`src/rtl/dht11_start_ctrl_pkg.sv`:
```
// Shared DHT11 definitions: FSM states, error codes and timing defaults.
// The data receiver imports the same package.
package dht11_start_ctrl_pkg;

  typedef enum logic [2:0] {
    ST_IDLE      = 3'd0,
    ST_START_LOW = 3'd1,
    ST_RELEASE   = 3'd2,
    ST_RESP_LOW  = 3'd3,
    ST_RESP_HIGH = 3'd4,
    ST_DONE      = 3'd5,
    ST_ERR       = 3'd6
  } state_e;

  localparam logic [1:0] ERR_NONE     = 2'b00;
  localparam logic [1:0] ERR_NO_ACK   = 2'b01;
  localparam logic [1:0] ERR_BAD_LOW  = 2'b10;
  localparam logic [1:0] ERR_BAD_HIGH = 2'b11;

  localparam int DHT_CLK_FREQ_HZ    = 50_000_000;
  localparam int DHT_START_LOW_US   = 18000;
  localparam int DHT_ACK_WAIT_MAX_US = 100;
  localparam int DHT_RESP_US        = 80;
  localparam int DHT_RESP_TOL_US    = 20;
  localparam int US_W               = 15;

  function automatic logic in_window(input logic [US_W:0] v,
                                     input logic [US_W:0] lo,
                                     input logic [US_W:0] hi);
    return (v >= lo) && (v <= hi);
  endfunction

endpackage

```
`src/rtl/dht11_us_tick.sv`:
```
// One-cycle pulse every microsecond; clr restarts the period so the first
// tick lands a full microsecond after a state change.
module dht11_us_tick #(
  parameter int CLK_FREQ_HZ = 50_000_000
) (
  input  logic clk,
  input  logic rst,
  input  logic clr,
  output logic tick
);

  localparam int DIV = (CLK_FREQ_HZ / 1_000_000 < 1) ? 1 : CLK_FREQ_HZ / 1_000_000;
  localparam int CW  = (DIV > 1) ? $clog2(DIV) : 1;
  localparam logic [CW-1:0] LAST = CW'(DIV - 1);

  logic [CW-1:0] cnt_q, cnt_d;

  always_comb begin
    cnt_d = cnt_q + 1'b1;
    if (clr || cnt_q == LAST) cnt_d = '0;
  end

  always_ff @(posedge clk or posedge rst) begin
    if (rst) cnt_q <= '0;
    else     cnt_q <= cnt_d;
  end

  assign tick = (cnt_q == LAST);

endmodule

```
`src/rtl/dht11_start_ctrl.sv`:
```
// DHT11 host start pulse and sensor response validation; hands off to the
// data receiver with a one-cycle confirm, or reports a one-cycle error.
import dht11_start_ctrl_pkg::*;

module dht11_start_ctrl #(
  parameter int CLK_FREQ_HZ     = DHT_CLK_FREQ_HZ,
  parameter int START_LOW_US    = DHT_START_LOW_US,
  parameter int ACK_WAIT_MAX_US = DHT_ACK_WAIT_MAX_US,
  parameter int RESP_US         = DHT_RESP_US,
  parameter int RESP_TOL_US     = DHT_RESP_TOL_US
) (
  input  logic       clk,
  input  logic       rst,
  input  logic       start,
  input  logic       dht11_in,
  output logic       dht11_oe,
  output logic       busy,
  output logic       confirm_to_reciver,
  output logic       resp_err,
  output logic [1:0] err_code
);

  localparam logic [US_W:0] T_START = (US_W+1)'(START_LOW_US);
  localparam logic [US_W:0] T_ACK   = (US_W+1)'(ACK_WAIT_MAX_US);
  localparam logic [US_W:0] T_LO    = (US_W+1)'(RESP_US - RESP_TOL_US);
  localparam logic [US_W:0] T_HI    = (US_W+1)'(RESP_US + RESP_TOL_US);

  state_e            state_q, state_d;
  logic [US_W-1:0]   us_q, us_d;
  logic [US_W:0]     us_eff;
  logic [1:0]        err_q, err_d;
  logic              sync1_q, sync2_q;
  logic              oe_q, busy_q, conf_q, rerr_q;
  logic              tick, clr;

  // Idle bus is pulled high, so the synchronizer resets high to avoid a
  // phantom low right after reset.
  always_ff @(posedge clk or posedge rst) begin
    if (rst) begin
      sync1_q <= 1'b1;
      sync2_q <= 1'b1;
    end else begin
      sync1_q <= dht11_in;
      sync2_q <= sync1_q;
    end
  end

  assign clr = (state_d != state_q) || (state_q == ST_IDLE);

  dht11_us_tick #(.CLK_FREQ_HZ(CLK_FREQ_HZ)) u_tick (
    .clk  (clk),
    .rst  (rst),
    .clr  (clr),
    .tick (tick)
  );

  // Count including a tick landing this cycle, so edge decisions see whole us.
  assign us_eff = {1'b0, us_q} + {{US_W{1'b0}}, tick};

  always_comb begin
    state_d = state_q;
    err_d   = err_q;
    unique case (state_q)
      ST_IDLE: if (start) begin
        state_d = ST_START_LOW;
        err_d   = ERR_NONE;
      end
      ST_START_LOW: if (us_eff >= T_START) state_d = ST_RELEASE;
      ST_RELEASE: begin
        if (!sync2_q) state_d = ST_RESP_LOW;
        else if (us_eff >= T_ACK) begin
          state_d = ST_ERR;
          err_d   = ERR_NO_ACK;
        end
      end
      ST_RESP_LOW: begin
        if (sync2_q) begin
          if (in_window(us_eff, T_LO, T_HI)) state_d = ST_RESP_HIGH;
          else begin
            state_d = ST_ERR;
            err_d   = ERR_BAD_LOW;
          end
        end else if (us_eff > T_HI) begin
          state_d = ST_ERR;
          err_d   = ERR_BAD_LOW;
        end
      end
      ST_RESP_HIGH: begin
        if (!sync2_q) begin
          if (in_window(us_eff, T_LO, T_HI)) state_d = ST_DONE;
          else begin
            state_d = ST_ERR;
            err_d   = ERR_BAD_HIGH;
          end
        end else if (us_eff > T_HI) begin
          state_d = ST_ERR;
          err_d   = ERR_BAD_HIGH;
        end
      end
      ST_DONE: state_d = ST_IDLE;
      ST_ERR:  state_d = ST_IDLE;
      default: state_d = ST_IDLE;
    endcase
  end

  always_comb begin
    us_d = us_q;
    if (clr) us_d = '0;
    else if (tick && us_q != '1) us_d = us_q + 1'b1;
  end

  // Outputs are registered from the next state so they line up with it.
  always_ff @(posedge clk or posedge rst) begin
    if (rst) begin
      state_q <= ST_IDLE;
      us_q    <= '0;
      err_q   <= ERR_NONE;
      oe_q    <= 1'b0;
      busy_q  <= 1'b0;
      conf_q  <= 1'b0;
      rerr_q  <= 1'b0;
    end else begin
      state_q <= state_d;
      us_q    <= us_d;
      err_q   <= err_d;
      oe_q    <= (state_d == ST_START_LOW);
      busy_q  <= (state_d inside {ST_START_LOW, ST_RELEASE, ST_RESP_LOW, ST_RESP_HIGH});
      conf_q  <= (state_d == ST_DONE);
      rerr_q  <= (state_d == ST_ERR);
    end
  end

  assign dht11_oe           = oe_q;
  assign busy               = busy_q;
  assign confirm_to_reciver = conf_q;
  assign resp_err           = rerr_q;
  assign err_code           = err_q;

endmodule
```
`config.mk`:
```
export PLATFORM = sky130hd
export DESIGN_NAME = dht11_start_ctrl
export DESIGN_NICKNAME = d
export VERILOG_FILES = /design/src/rtl/dht11_start_ctrl_pkg.sv /design/src/rtl/dht11_us_tick.sv /design/src/rtl/dht11_start_ctrl.sv
export SDC_FILE = /design/constraint.sdc
export NUM_CORES = 1
export LEC_CHECK = 0
export BUFFER_PORTS_ARGS = -buffer_cell sky130_fd_sc_hd__buf_4
export CAP_MARGIN = 20
export CORE_ASPECT_RATIO = 0.6
export CORE_MARGIN = 2
export CORE_UTILIZATION = 60
export CTS_CLUSTER_SIZE = 30
export DETAILED_ROUTE_END_ITERATION = 6
export PLACE_DENSITY = 0.78
export SKIP_LAST_GASP = 1
export SYNTH_ARGS = -nofsm -noshare
export SYNTH_HDL_FRONTEND = slang
export SYNTH_SLANG_ARGS = --single-unit
```
`constraint.sdc`:
```
create_clock -name clk -period 4.4 [get_ports clk]
set_input_delay 1.1 -clock clk [delete_from_list [all_inputs] [get_ports clk]]
set_output_delay 1.1 -clock clk [all_outputs]
set_load 0.005 [all_outputs]
```
# Yosys cells after proc, flatten, opt, wreduce, memory -nomap -nowiden
# Cells that the tools add are included.
# totals
inputBits,4
regBits,32
elab_cells,70
# op_classes
n_eq_ne,20
n_lt_le_gt_ge,5
n_addsub,3
reduce_logical,9
n_mux,23
# op_table
op,count
$mux 15,2
$mux 2,11
$mux 3,7
$add 15x1->16,1
$ge 16x15->1 const B,1
$ge 16x6->1 const B,1
$ge 16x7->1 const B,1
$gt 16x7->1 const B,1
$le 16x7->1 const B,1
$add 15x1->15 const B,1
$ne 15x15->1 const B,1
$pmux 3 s5,1
$eq 3x2->1 const B,4
$eq 3x3->1 const B,4
$ne 3x3->1 const B,4
$pmux 2 s4,1
$reduce_and 8->1,1
$reduce_bool 4->1,2
$add 6x1->6 const B,1
$eq 3x1->1 const B,2
$eq 6x6->1 const B,1
$mux 6,1
$ne 2x2->1 const B,3
$logic_not 3->1,1
other kinds (4),6

# Depth between registers and ports, before layout
# Gate-level depths: netlist (run 1).
# depth
depth_word,11
mapped_depth,17

# Cells and area by module
# A second synthesis (run 1) with hierarchy kept.
# hier_totals
cells_unflattened,257
area_unflattened_um2,2318.5
# modules_own_cells
module,area_each_um2,instances,cells_each
dht11_start_ctrl,2031.9,1,230
dht11_us_tick,286.5,1,27

# Worst setup path before layout (run 1)
# Ideal clock, no wire load.
# synth_timing
path_type,reg2reg
start,register u_tick.cnt_q[1]
end,register u_tick.cnt_q[2]
t_required_ps,4320
n_path_buf,2
path_stages_with_launch,18
slack_ps,794
setup_ps,80
t_arrival_ps,3526
cell_sequence,dfrtp_1 > inv_1 > ha_1 > nand3_1 > nor3_2 > ha_1 > ha_1 > buf_2 > nand3_4 > or4_1 > a32o_1 > a221oi_2 > nand2_1 > o22a_1 > nor3_2 > o2bb2ai_1 > buf_6 > nor3_2
# synth_via
elab_chain_len,11
# synth_lines
element,line_no,text
start: declaration,dht11_us_tick.sv:16,"logic [CW-1:0] cnt_q, cnt_d;"
start signal: assignment,dht11_us_tick.sv:25,else cnt_q <= cnt_d;
$eq 6x6->1,"dht11_us_tick.sv:20, dht11_us_tick.sv:28",
$add 15x1->16,dht11_start_ctrl.sv:58,"assign us_eff = {1'b0, us_q} + {{US_W{1'b0}}, tick};"
$ge 16x6->1 or $le 16x7->1 (tied branches),dht11_start_ctrl_pkg.sv:30,return (v >= lo) && (v <= hi);
$logic_and 1x1->1,dht11_start_ctrl_pkg.sv:30,
"$mux 2, on equally long branches","dht11_start_ctrl.sv:90, dht11_start_ctrl.sv:78",
"$mux 3, on equally long branches","dht11_start_ctrl.sv:89, dht11_start_ctrl.sv:77",
$pmux 3 s5,dht11_start_ctrl.sv:63,unique case (state_q)
$ne 3x3->1,dht11_start_ctrl.sv:48,assign clr = (state_d != state_q) || (state_q == ST_IDLE);
$logic_or 1x1->1,dht11_start_ctrl.sv:48,
$logic_or 1x1->1,dht11_us_tick.sv:20,if (clr || cnt_q == LAST) cnt_d = '0;
$mux 6 *,dht11_us_tick.sv:20,
net u_tick.cnt_d[2],dht11_us_tick.sv:16,
# Mark *: on every way through the listed nets, which the timed path passes. The rest lies on a longest branch.
# A chain may end at the register's enable or synchronous reset.

# Worst setup path in the final report (run 1)
# layout_timing
start,register u_tick.cnt_q[1]
end,register u_tick.cnt_q[5]
# The elaborated chain is that of the path after synthesis.

==> results of run 1 <==
==> worst paths after layout <==
check / startpoint / endpoint / slack (ns) / depth (start not counted)
setup reg to reg: u_tick.cnt_q[1] / u_tick.cnt_q[5] / 0.55 / 16
max in group asynchronous: rst / sync1_q / 3.17 / 3
hold reg to reg: sync1_q / sync2_q / 0.36 / 0
min in group asynchronous: rst / u_tick.cnt_q[4] / 0.91 / 3
setup / recovery: u_tick.cnt_q[1] / u_tick.cnt_q[5] / 0.55 / 16
hold / removal: sync1_q / sync2_q / 0.36 / 0
==> final cells by class <==
class / instances / share of cell area
multi-input combinational: 205 / 0.553
sequential: 32 / 0.329
clock buffer: 6 / 0.0297
tap: 47 / 0.0241
clock inverter: 2 / 0.0143
inverter: 9 / 0.0138
timing repair buffer: 12 / 0.0368
==> cell usage in the layout, fill, tap and decap left out, types with 8 or more instances in the layout <==
cell type | Yosys | final
nand2_1 | 19 | 19
xor2_1 | 11 | 11
nand4_1 | 8 | 8
buf_4 | 2 | 12
nor2_1 | 33 | 33
xnor2_1 | 13 | 13
nand3_1 | 13 | 13
a21oi_1 | 8 | 8
nor3_1 | 13 | 13
inv_1 | 9 | 9
dfrtp_1 | 30 | 30
==> sequential cells by signal (all words and copies together) (netlist names), 2 cells and up <==
signal / flops
err_code: 2
u_tick.cnt_q: 6
us_q: 15
state_q: 3
==> metal layers <==
metal | share of wire | up-vias | global-route usage
met5 | 0 | - | 0
met4 | 0.0080 | 0 | 0.0672
met3 | 0.075 | 6 | 0.0587
met2 | 0.41 | 92 | 0.369
met1 | 0.51 | 947 | 0.406
li1 | - | 959 | -
==> per-stage QoR <==
stage | utilization | instances
floorplan | - | 268
global placement | 0.635 | 305
detailed placement | 0.635 | 305
CTS | 0.664 | 313
global route | 0.664 | 313
finish | 0.664 | 313
==> power by group <==
group | internal, mW | leakage [nW] | switching [mW]
Clock | 0.168 | 0.0552 | 0.110
Sequential | 0.318 | 0.420 | 0.0255
Combinational | 0.0395 | 0.513 | 0.0433
==> logic make-up (layout without fill, tap and decap cells) <==
group	after synthesis	after routing
DFF	32	32
buffers and inverters	31	29
muxes	3	3
and+or+nand+nor	125	125
adders and majority gates	5	5
xor gates and xnor gates	24	24
AOI/OAI and AO/OA	48	48
==> worst register-to-register path, stage by stage, from the launching register on <==
cell and delay [ns]:
dfrtp_1 0.40, inv_1 0.06, ha_1 0.13, nand3_1 0.08, nor3_2 0.16, ha_1 0.28
ha_1 0.40, and3_1 0.25, nand3_1 0.14, o41ai_1 0.44, and4b_1 0.30, nand3_1 0.23
a21oi_1 0.27, o21bai_1 0.10, o2bb2ai_1 0.13, buf_4 0.21, nor3_1 0.18
==> results.md, run 1 <==
* Worst setup EP type: register
* Die height at 52.0 um
* #FFs+latches synth at 32
* Core Region at 3680 um2
* Netlist Area Pre-Place at 2300 um2
* Max-cap viol count at 0
* Fin crit period at 3.85 ns
* Synthesized net count at 277
* Outcome: finished clean
* Register area share after synthesis at 0.349
* Area Overhead vs Synth at 6.08%
* Chip width at 84.0 um
* Slew @ Worst Pin at 0.647 ns
* Post-Synth XOR/XNOR Area at 0.0912
* Iteration-0 DRC Markers at 280
* Slew HR at 0.566
* Antenna-violating nets left at 0
* CP required at 4.60 ns
* Post-DR vias/cell at 6.40
* Post-route cell area at 2440 um2
* Multi-input logic area at 1350 um2
* Seq. cell area at 803 um2
* Port buffer count at 9
* Max Slew Vio Count at 0
* Area share of the largest cell type after synthesis at 0.326
* Row count at 17
* Detail Placement HPWL at 3710 um
* Num CTS Buffers at 5
* Pre-Repair DR Iteration Count at 4
* Count leader, synth: nor2_1
* Post-CTS Setup Inserts at 0
* Final setup margin at 0.552 ns
* Antenna violations before repair at 0
* F_max at 260 MHz
* Final wirelength at 5250 um
* Setup tns final at 0 ns
* Critical Path Source Type: register
* Die area at 4370 um2
* Overall power at 704 uW
* Synth warn at 0
* First-pass GRT wire length at 8910 um
* Share of cells above drive strength 1 at 0.120
* ANT cells at 0
* CP Cell Sequence: inv_1 > ha_1 > nand3_1 > nor3_2 > ha_1 > ha_1 > and3_1 > nand3_1 > o41ai_1 > and4b_1 > nand3_1 > a21oi_1 > o21bai_1 > o2bb2ai_1 > buf_4 > nor3_1
* Syn_area_per_cell at 8.60 um2
* Worst endpoint data arrival time at 4.05 ns
* Post-DR wirelength/cell at 16.8 um
* Hold_ws at 0.358 ns
* Synth area leaders: dfrtp_1, nor2_1, xnor2_1
* Post-synthesis mux area share at 0.0141
* Root Driver: clkbuf_8
* Ports at 10
* Buf/Inv on CP at 2
* Largest net degree at the start of global routing at 33
* Largest family of logic cells by synthesized area: simple AND/OR/NAND/NOR gates
* Post-CTS Hold Fix Bufs at 0
* HP Class: reg -> reg
* Synth top cells by count: nor2_1, dfrtp_1, nand2_1
* RSZ-0062 raised after global routing: no
* TritonCTS clock tree: built
* CP max FO at 21
* Post-synth cell types at 60
* Post-synth EDFFs at 0
* Sink Count at 32
* Critical path class: reg -> reg
* PostCTS Resize Cnt at 0
* Post-route DRC violation count at 0
* NumNets Final at 274
* Clk pin slew, worst setup/hold paths at 0.07 ns
* Simple-gate share of the synthesized area at 0.303
* Dpl ws at 0.618 ns
* Worst skew pair latency at 0.28 ns
* Adder-cell share of the synthesized area at 0.0271
* Fraction of registers with async set/reset at 1.00
* Clk buf depth at 2
* Slowest CP cell: o41ai_1
* Dominant synthesized flop cell: dfrtp_1
* Pleak at 0.988 nW
* Vias at 2004
* Fin. Hold Viols at 0
* Starting Density at 0.626
* PD cells at 288 nW/um2
* Critical path's top delay family: simple AND/OR/NAND/NOR gates
* Cell taking the most area after synthesis: dfrtp_1
* Compound-Gate Fraction of Synth Area at 0.151
* GRT Overall Usage at 0.263
* CP max stage delay at 0.44 ns
* Post-Synthesis Cells at 268
* Final setup viols at 0
* H-tree levels at 2
* Grt ovf at 0
* Final worst clock skew at 0.00532 ns
* Post-Place Cell Area at 2340 um2
* Max rail drop VDD at 0.325 mV
* Final Cycle Share at 0.875
* Number of global-route vias before repair at 1769
* GP Congestion at 0.940
* Fill cell count at 292
(Power assumes the default switching activity.)
==> run 2, diff against run 1 <==
--- a/config.mk
+++ b/config.mk
@@ -9,10 +9,10 @@
 export CAP_MARGIN = 20
 export CORE_ASPECT_RATIO = 0.6
 export CORE_MARGIN = 2
-export CORE_UTILIZATION = 60
+export CORE_UTILIZATION = 55
 export CTS_CLUSTER_SIZE = 30
 export DETAILED_ROUTE_END_ITERATION = 6
-export PLACE_DENSITY = 0.78
+export PLACE_DENSITY = 0.72
 export SKIP_LAST_GASP = 1
 export SYNTH_ARGS = -nofsm -noshare
 export SYNTH_HDL_FRONTEND = slang
==> run 2 against run 1 <==
  * Hold slack better by 0.0014 ns
  * Routed wire length increased by 1.0%
  * Critical path depth is 1 lower
  * Via count is 1.2% higher
  * Total power grew 1.5%
  * Worst setup slack lost 0.084 ns
  * Clock power up 3%
  * Sequential cell count unchanged
  * Combinational power is 2% higher
  * Highest routed layer unchanged
==> results.md, run 2 (synthesis results as in run 1) <==
* Share of cells above drive strength 1 at 0.124 (+0.00376)
* CP Cell Sequence: ha_1 > nand3_1 > nor3_2 > ha_1 > ha_1 > and3_1 > nand3_1 > o41ai_1 > and4b_1 > nand3_1 > o22a_1 > nor3_2 > o2bb2ai_1 > buf_4 > nor3_1
* Die area at 4740 um2 (+8.5%)
* First-pass GRT wire length at 8780 um (-1.5%)
* Antenna violations before repair at 0 (unchanged)
* Seq. cell area at 803 um2 (unchanged)
* Ports at 10 (unchanged)
* Port buffer count at 9 (unchanged)
* Starting Density at 0.565 (-0.0609)
* Post-DR vias/cell at 6.22 (-2.8%)
* Number of global-route vias before repair at 1716 (-3.0%)
* Clk pin slew, worst setup/hold paths at 0.07 ns (about the same)
* Max rail drop VDD at 0.285 mV (-12%)
* PostCTS Resize Cnt at 0 (unchanged)
* CP max stage delay at 0.46 ns (+0.02 ns)
* Critical Path Source Type: register
* Root Driver: clkbuf_8
* Hold Path Depth at 0 (unchanged)
* Slew @ Worst Pin at 0.644 ns (-0.00264 ns)
* Fin crit period at 3.93 ns (+0.0835 ns)
* Post-route cell area at 2460 um2 (+0.82%)
* Final setup viols at 0 (unchanged)
* Hold_ws at 0.359 ns (+0.00144 ns)
* PD cells at 290 nW/um2 (+0.67%)
* CP required at 4.60 ns (about the same)
* Grt ovf at 0 (unchanged)
* Pre-Repair DR Iteration Count at 5 (+1)
* Reg power frac at 0.481 (-0.006)
* Buf/Inv on CP at 1 (-1)
* Area Overhead vs Synth at 6.95%
* Final wirelength at 5310 um (+1.0%)
* Critical path's top delay family: simple AND/OR/NAND/NOR gates
* HP Class: reg -> reg
* Outcome: finished clean
* Setup tns final at 0 ns (unchanged)
* Final worst clock skew at 0.0102 ns (+0.00484 ns)
* Switching share of total power at 0.265 (+0.0112)
* F_max at 254 MHz (-2.1%)
* GRT Overall Usage at 0.244 (-0.0185)
* Sink Count at 32 (unchanged)
* Iteration-0 DRC Markers at 282 (+0.71%)
* Stages on worst setup path at 15 (-1)
* Commonest non-fill, non-tap cells in the layout: nor2_1, dfrtp_1, nand2_1
* Num CTS Buffers at 5 (unchanged)
* Largest register by flop count: us_q
* Row count at 18 (+1)
* Share of total power in the clock network at 0.401 (+0.006)
* Fin. Hold Viols at 0 (unchanged)
* Chip width at 87.6 um (+4.2%)
* P_int at 525 uW (about the same)
* Pleak at 0.987 nW (-0.10%)
* Post-CTS Hold Fix Bufs at 0 (unchanged)
* Vias at 2028 (+1.2%)
* Overall power at 715 uW (+1.5%)
* Net Switching at 190 uW (+5.9%)
* Largest net degree at the start of global routing at 33 (unchanged)
* Core Region at 4080 um2 (+11%)
* TritonCTS clock tree: built
* H-tree levels at 2 (unchanged)
* Top Registers: us_q: 15 flops, u_tick.cnt_q: 6 flops, state_q: 3 flops
* Fill cell count at 355 (+22%)
* Final Cycle Share at 0.894 (+0.0190)
* Multi-input logic area at 1350 um2 (unchanged)
* RSZ-0062 raised after global routing: no
* Detail Placement HPWL at 3780 um (+1.8%)
* Worst endpoint data arrival time at 4.13 ns (+0.08 ns)
* Post-DR wirelength/cell at 16.3 um (-3.0%)
* Worst skew pair latency at 0.29 ns (about the same)
* Worst r2r path cells at 15 (-1)
* Antenna-violating nets left at 0 (unchanged)
* Post-CTS Setup Inserts at 0 (unchanged)
* Critical path class: reg -> reg
* Post-route DRC violation count at 0 (unchanged)
* GP Congestion at 0.924 (-1.7%)
* Max FFs per register at 15 (unchanged)
* Max-cap viol count at 0 (unchanged)
* NumNets Final at 274 (unchanged)
* Comb power frac at 0.118 (about the same)
* Post-Place Cell Area at 2350 um2 (+0.70%)
* Slew HR at 0.567 (+0.00177)
* Slowest CP cell: o41ai_1
* Die height at 54.1 um (+4.1%)
* ANT cells at 0 (unchanged)
* Max Slew Vio Count at 0 (unchanged)
* CP max FO at 21 (unchanged)
* Clk buf depth at 2 (unchanged)
* Commonest non-fill, non-tap cell in the layout: nor2_1
* Worst setup EP type: register
==> run 2: path summary, 6_finish.rpt <==
kind	start	endpoint	slack, ns
max in group asynchronous	rst	sync2_q	3.18
max	u_tick.cnt_q[0]	u_tick.cnt_q[5]	0.47
min in group asynchronous	rst	us_q[4]	0.89
min reg2reg	sync1_q	sync2_q	0.36
max reg2reg	u_tick.cnt_q[0]	u_tick.cnt_q[5]	0.47
min	sync1_q	sync2_q	0.36
==> run 2: metal layers <==
metal  up-vias  track usage  wire, um
met5         -            0         0
met4         0       0.0564        31
met3         5       0.0813       575
met2       105        0.308      2050
met1       954        0.387      2650
li1        964            -         -
==> run 2: metrics by stage <==
step | instances | worst slack [ns] | util
6_report | 326 | 0.468 | 0.605
5_1_grt | 326 | 0.161 | 0.605
4_1_cts | 326 | 0.513 | 0.605
3_5_place_dp | 318 | 0.522 | 0.577
3_3_place_gp | 318 | 0.651 | 0.577
2_1_floorplan | 268 | 0.794 | -
==> run 2: area by class of cell <==
| class | count | area share |
|---|---|---|
| clock inverters | 3 | 0.0173 |
| clock buffers | 5 | 0.0279 |
| well taps | 60 | 0.0305 |
| repair buffers | 12 | 0.0365 |
| flip-flops and latches | 32 | 0.326 |
| inverters | 9 | 0.0137 |
| multi-input cells | 205 | 0.548 |
==> run 2: power by group through the flow <==
stage                     sequential (mW)  clock (mW)  combinational [mW]
after global placement              0.348           0              0.0836
final                               0.344       0.287              0.0843
after floorplan                     0.341           0              0.0698
after global routing                0.347       0.304              0.0986
after CTS                           0.344       0.292              0.0862
after detailed placement            0.349           0              0.0850
==> run 3, diff against run 2 <==
--- a/config.mk
+++ b/config.mk
@@ -9,10 +9,9 @@
 export CAP_MARGIN = 20
 export CORE_ASPECT_RATIO = 0.6
 export CORE_MARGIN = 2
-export CORE_UTILIZATION = 55
+export CORE_UTILIZATION = 48
 export CTS_CLUSTER_SIZE = 30
 export DETAILED_ROUTE_END_ITERATION = 6
-export PLACE_DENSITY = 0.72
 export SKIP_LAST_GASP = 1
 export SYNTH_ARGS = -nofsm -noshare
 export SYNTH_HDL_FRONTEND = slang
==> run 3 against run 2 <==
  * Utilization is 6.7 points lower
  * Worst setup slack better by 0.11 ns
  * Clock power is 3% lower
  * Sequential share of layout area stayed put
  * Sequential power hardly changed
  * Final cell count is 0.92% higher
  * Combinational power is 0.9% lower
  * Global-route usage is 3.2 points lower
  * Via count is 4.0% lower
  * Fmax is 2.9% higher
  * Largest cell class unchanged
==> results.md, run 3 (synthesis results as in run 1) <==
* Outcome: finished clean
* Die height at 57.7 um (+6.5%)
* Top Registers: us_q: 15 flops, u_tick.cnt_q: 6 flops, state_q: 3 flops
* Worst setup EP type: register
* NumNets Final at 274 (unchanged)
* Post-CTS Setup Inserts at 0 (unchanged)
* Fin crit period at 3.82 ns (-0.110 ns)
* Detail Placement HPWL at 3840 um (+1.8%)
* Reg power frac at 0.487 (+0.006)
* Commonest non-fill, non-tap cells in the layout: nor2_1, dfrtp_1, nand2_1
* Met1 Track Usage GR at 0.351 (-0.0360)
* ANT cells at 0 (unchanged)
* PD cells at 287 nW/um2 (-1.1%)
* Buf/Inv on CP at 2 (+1)
* First-pass GRT wire length at 8930 um (+1.7%)
* Sink Count at 32 (unchanged)
* Comb power frac at 0.118 (about the same)
* Most used cell along the critical path: ha_1
* Post-DR wirelength/cell at 15.6 um (-4.0%)
* Switching share of total power at 0.257 (-0.00851)
* Antenna violations before repair at 0 (unchanged)
* Critical path's top delay family: simple AND/OR/NAND/NOR gates
* Post-DR vias/cell at 5.92 (-4.9%)
* CP max stage delay at 0.58 ns (+0.12 ns)
* Ports at 10 (unchanged)
* Clk pin slew, worst setup/hold paths at 0.07 ns (about the same)
* PostCTS Resize Cnt at 0 (unchanged)
* Antenna-violating nets left at 0 (unchanged)
* Post-Place Cell Area at 2360 um2 (+0.16%)
* Clk buf depth at 2 (unchanged)
* GP Congestion at 0.827 (-11%)
* Pleak at 0.988 nW (+0.10%)
* Chip width at 93.5 um (+6.7%)
* Worst endpoint data arrival time at 4.02 ns (-0.11 ns)
* Utilization after layout at 0.537 (-0.0674)
* GR Util met2 at 0.272 (-0.0357)
* CP max FO at 21 (unchanged)
* Iteration-0 DRC Markers at 158 (-44%)
* Max-cap viol count at 0 (unchanged)
* Root Driver: clkbuf_8
* Area Overhead vs Synth at 6.95% (unchanged)
* CP required at 4.60 ns (about the same)
* Final setup viols at 0 (unchanged)
* GRT Overall Usage at 0.212 (-0.0320)
* Max Slew Vio Count at 0 (unchanged)
* Final worst clock skew at 0.0123 ns (+0.00211 ns)
* Post-CTS Hold Fix Bufs at 0 (unchanged)
* Row count at 19 (+1)
* Max rail drop VDD at 0.151 mV (-47%)
* Worst skew pair latency at 0.29 ns (about the same)
* RSZ-0062 raised after global routing: no
* Share of cells above drive strength 1 at 0.120 (-0.00376)
* Gr busiest metal: met1
* Commonest non-fill, non-tap cell in the layout: nor2_1
* Core Region at 4590 um2 (+13%)
* Final Cycle Share at 0.869 (-0.0250)
* Largest net degree at the start of global routing at 22 (-33%)
* Slew @ Worst Pin at 0.726 ns (+0.0817 ns)
* Net Switching at 182 uW (-4.2%)
* Placed cell count at 321 (+0.94%)
* Port buffer count at 9 (unchanged)
* Vias at 1947 (-4.0%)
* Grt ovf at 0 (unchanged)
* TritonCTS clock tree: built
* Slew HR at 0.512 (-0.0549)
* Post-route cell area at 2460 um2 (unchanged)
* Max FFs per register at 15 (unchanged)
* Share of total power in the clock network at 0.395 (-0.006)
* H-tree levels at 2 (unchanged)
* Starting Density at 0.502 (-0.0631)
* Num CTS Buffers at 5 (unchanged)
* Slowest CP cell: or4_1
* Pre-Repair DR Iteration Count at 5 (unchanged)
* CP Cell Sequence: inv_1 > ha_1 > nand3_1 > nor3_2 > ha_1 > ha_1 > nand3_4 > or4_1 > a32o_1 > a221oi_2 > nand2_1 > o22a_1 > nor3_2 > o2bb2ai_1 > buf_4 > nor3_1
* F_max at 262 MHz (+2.9%)
* Number of global-route vias before repair at 1739 (+1.3%)
* Final std cells w/o fill at 329 (+0.92%)
* HP Class: reg -> reg
* Setup tns final at 0 ns (unchanged)
* Post-route DRC violation count at 0 (unchanged)
* Grt met3 use at 0.0533 (-0.0280)
* Critical path class: reg -> reg
* Fin. Hold Viols at 0 (unchanged)
* Final wirelength at 5140 um (-3.1%)
* P_int at 525 uW (about the same)
* Overall power at 707 uW (-1.1%)
* Largest register by flop count: us_q
* Critical Path Source Type: register
* Die area at 5390 um2 (+14%)
==> run 3: worst register-to-register path, stage by stage (launching register included) <==
cell       delay (ns)
dfrtp_1          0.40
inv_1            0.06
ha_1             0.13
nand3_1          0.09
nor3_2           0.16
ha_1             0.29
ha_1             0.40
nand3_4          0.17
or4_1            0.58
a32o_1           0.24
a221oi_2         0.31
nand2_1          0.12
o22a_1           0.20
nor3_2           0.10
o2bb2ai_1        0.09
buf_4            0.21
nor3_1           0.20
==> run 3: worst paths after layout <==
path                       slack (ns)              end             from  cells after the start
max                              0.58  u_tick.cnt_q[5]  u_tick.cnt_q[1]                     16
min                              0.36          sync2_q          sync1_q                      0
max reg2reg                      0.58  u_tick.cnt_q[5]  u_tick.cnt_q[1]                     16
min reg2reg                      0.36          sync2_q          sync1_q                      0
max in group asynchronous        2.83  u_tick.cnt_q[3]              rst                      3
min in group asynchronous        0.92       state_q[2]              rst                      2
==> run 3: power groups by stage <==
stage                     clock network (mW)  logic (mW)  registers [mW]
after floorplan                            0      0.0698           0.341
after global placement                     0      0.0841           0.349
after detailed placement                   0      0.0838           0.350
after CTS                              0.287      0.0843           0.344
after global routing                   0.303      0.0965           0.348
final                                  0.279      0.0835           0.345
==> run 3: per-layer routing <==
metal,wire (um),part of all wire,up-vias
li1,-,-,963
met1,2790,0.54,911
met2,1970,0.38,67
met3,351,0.068,6
met4,34,0.0066,0
met5,0,0,-
==> run 3: area by class of cell <==
type | count | area (um2)
Sequential cell | 32 | 803
Multi-Input combinational cell | 205 | 1350
Inverter | 9 | 33.8
Clock buffer | 6 | 72.6
Tap cell | 63 | 78.8
Clock inverter | 2 | 35.0
Fill cell | 427 | 2120
Timing Repair Buffer | 12 | 90.1
==> run 3: per-stage QoR <==
| step | hold WS (ns) | setup slack [ns] |
|---|---|---|
| after detailed placement | 0.348 | 0.607 |
| after global placement | 0.346 | 0.687 |
| after CTS | 0.358 | 0.582 |
| after floorplan | 0.345 | 0.794 |
| after global routing | 0.365 | 0.195 |
| final | 0.357 | 0.578 |
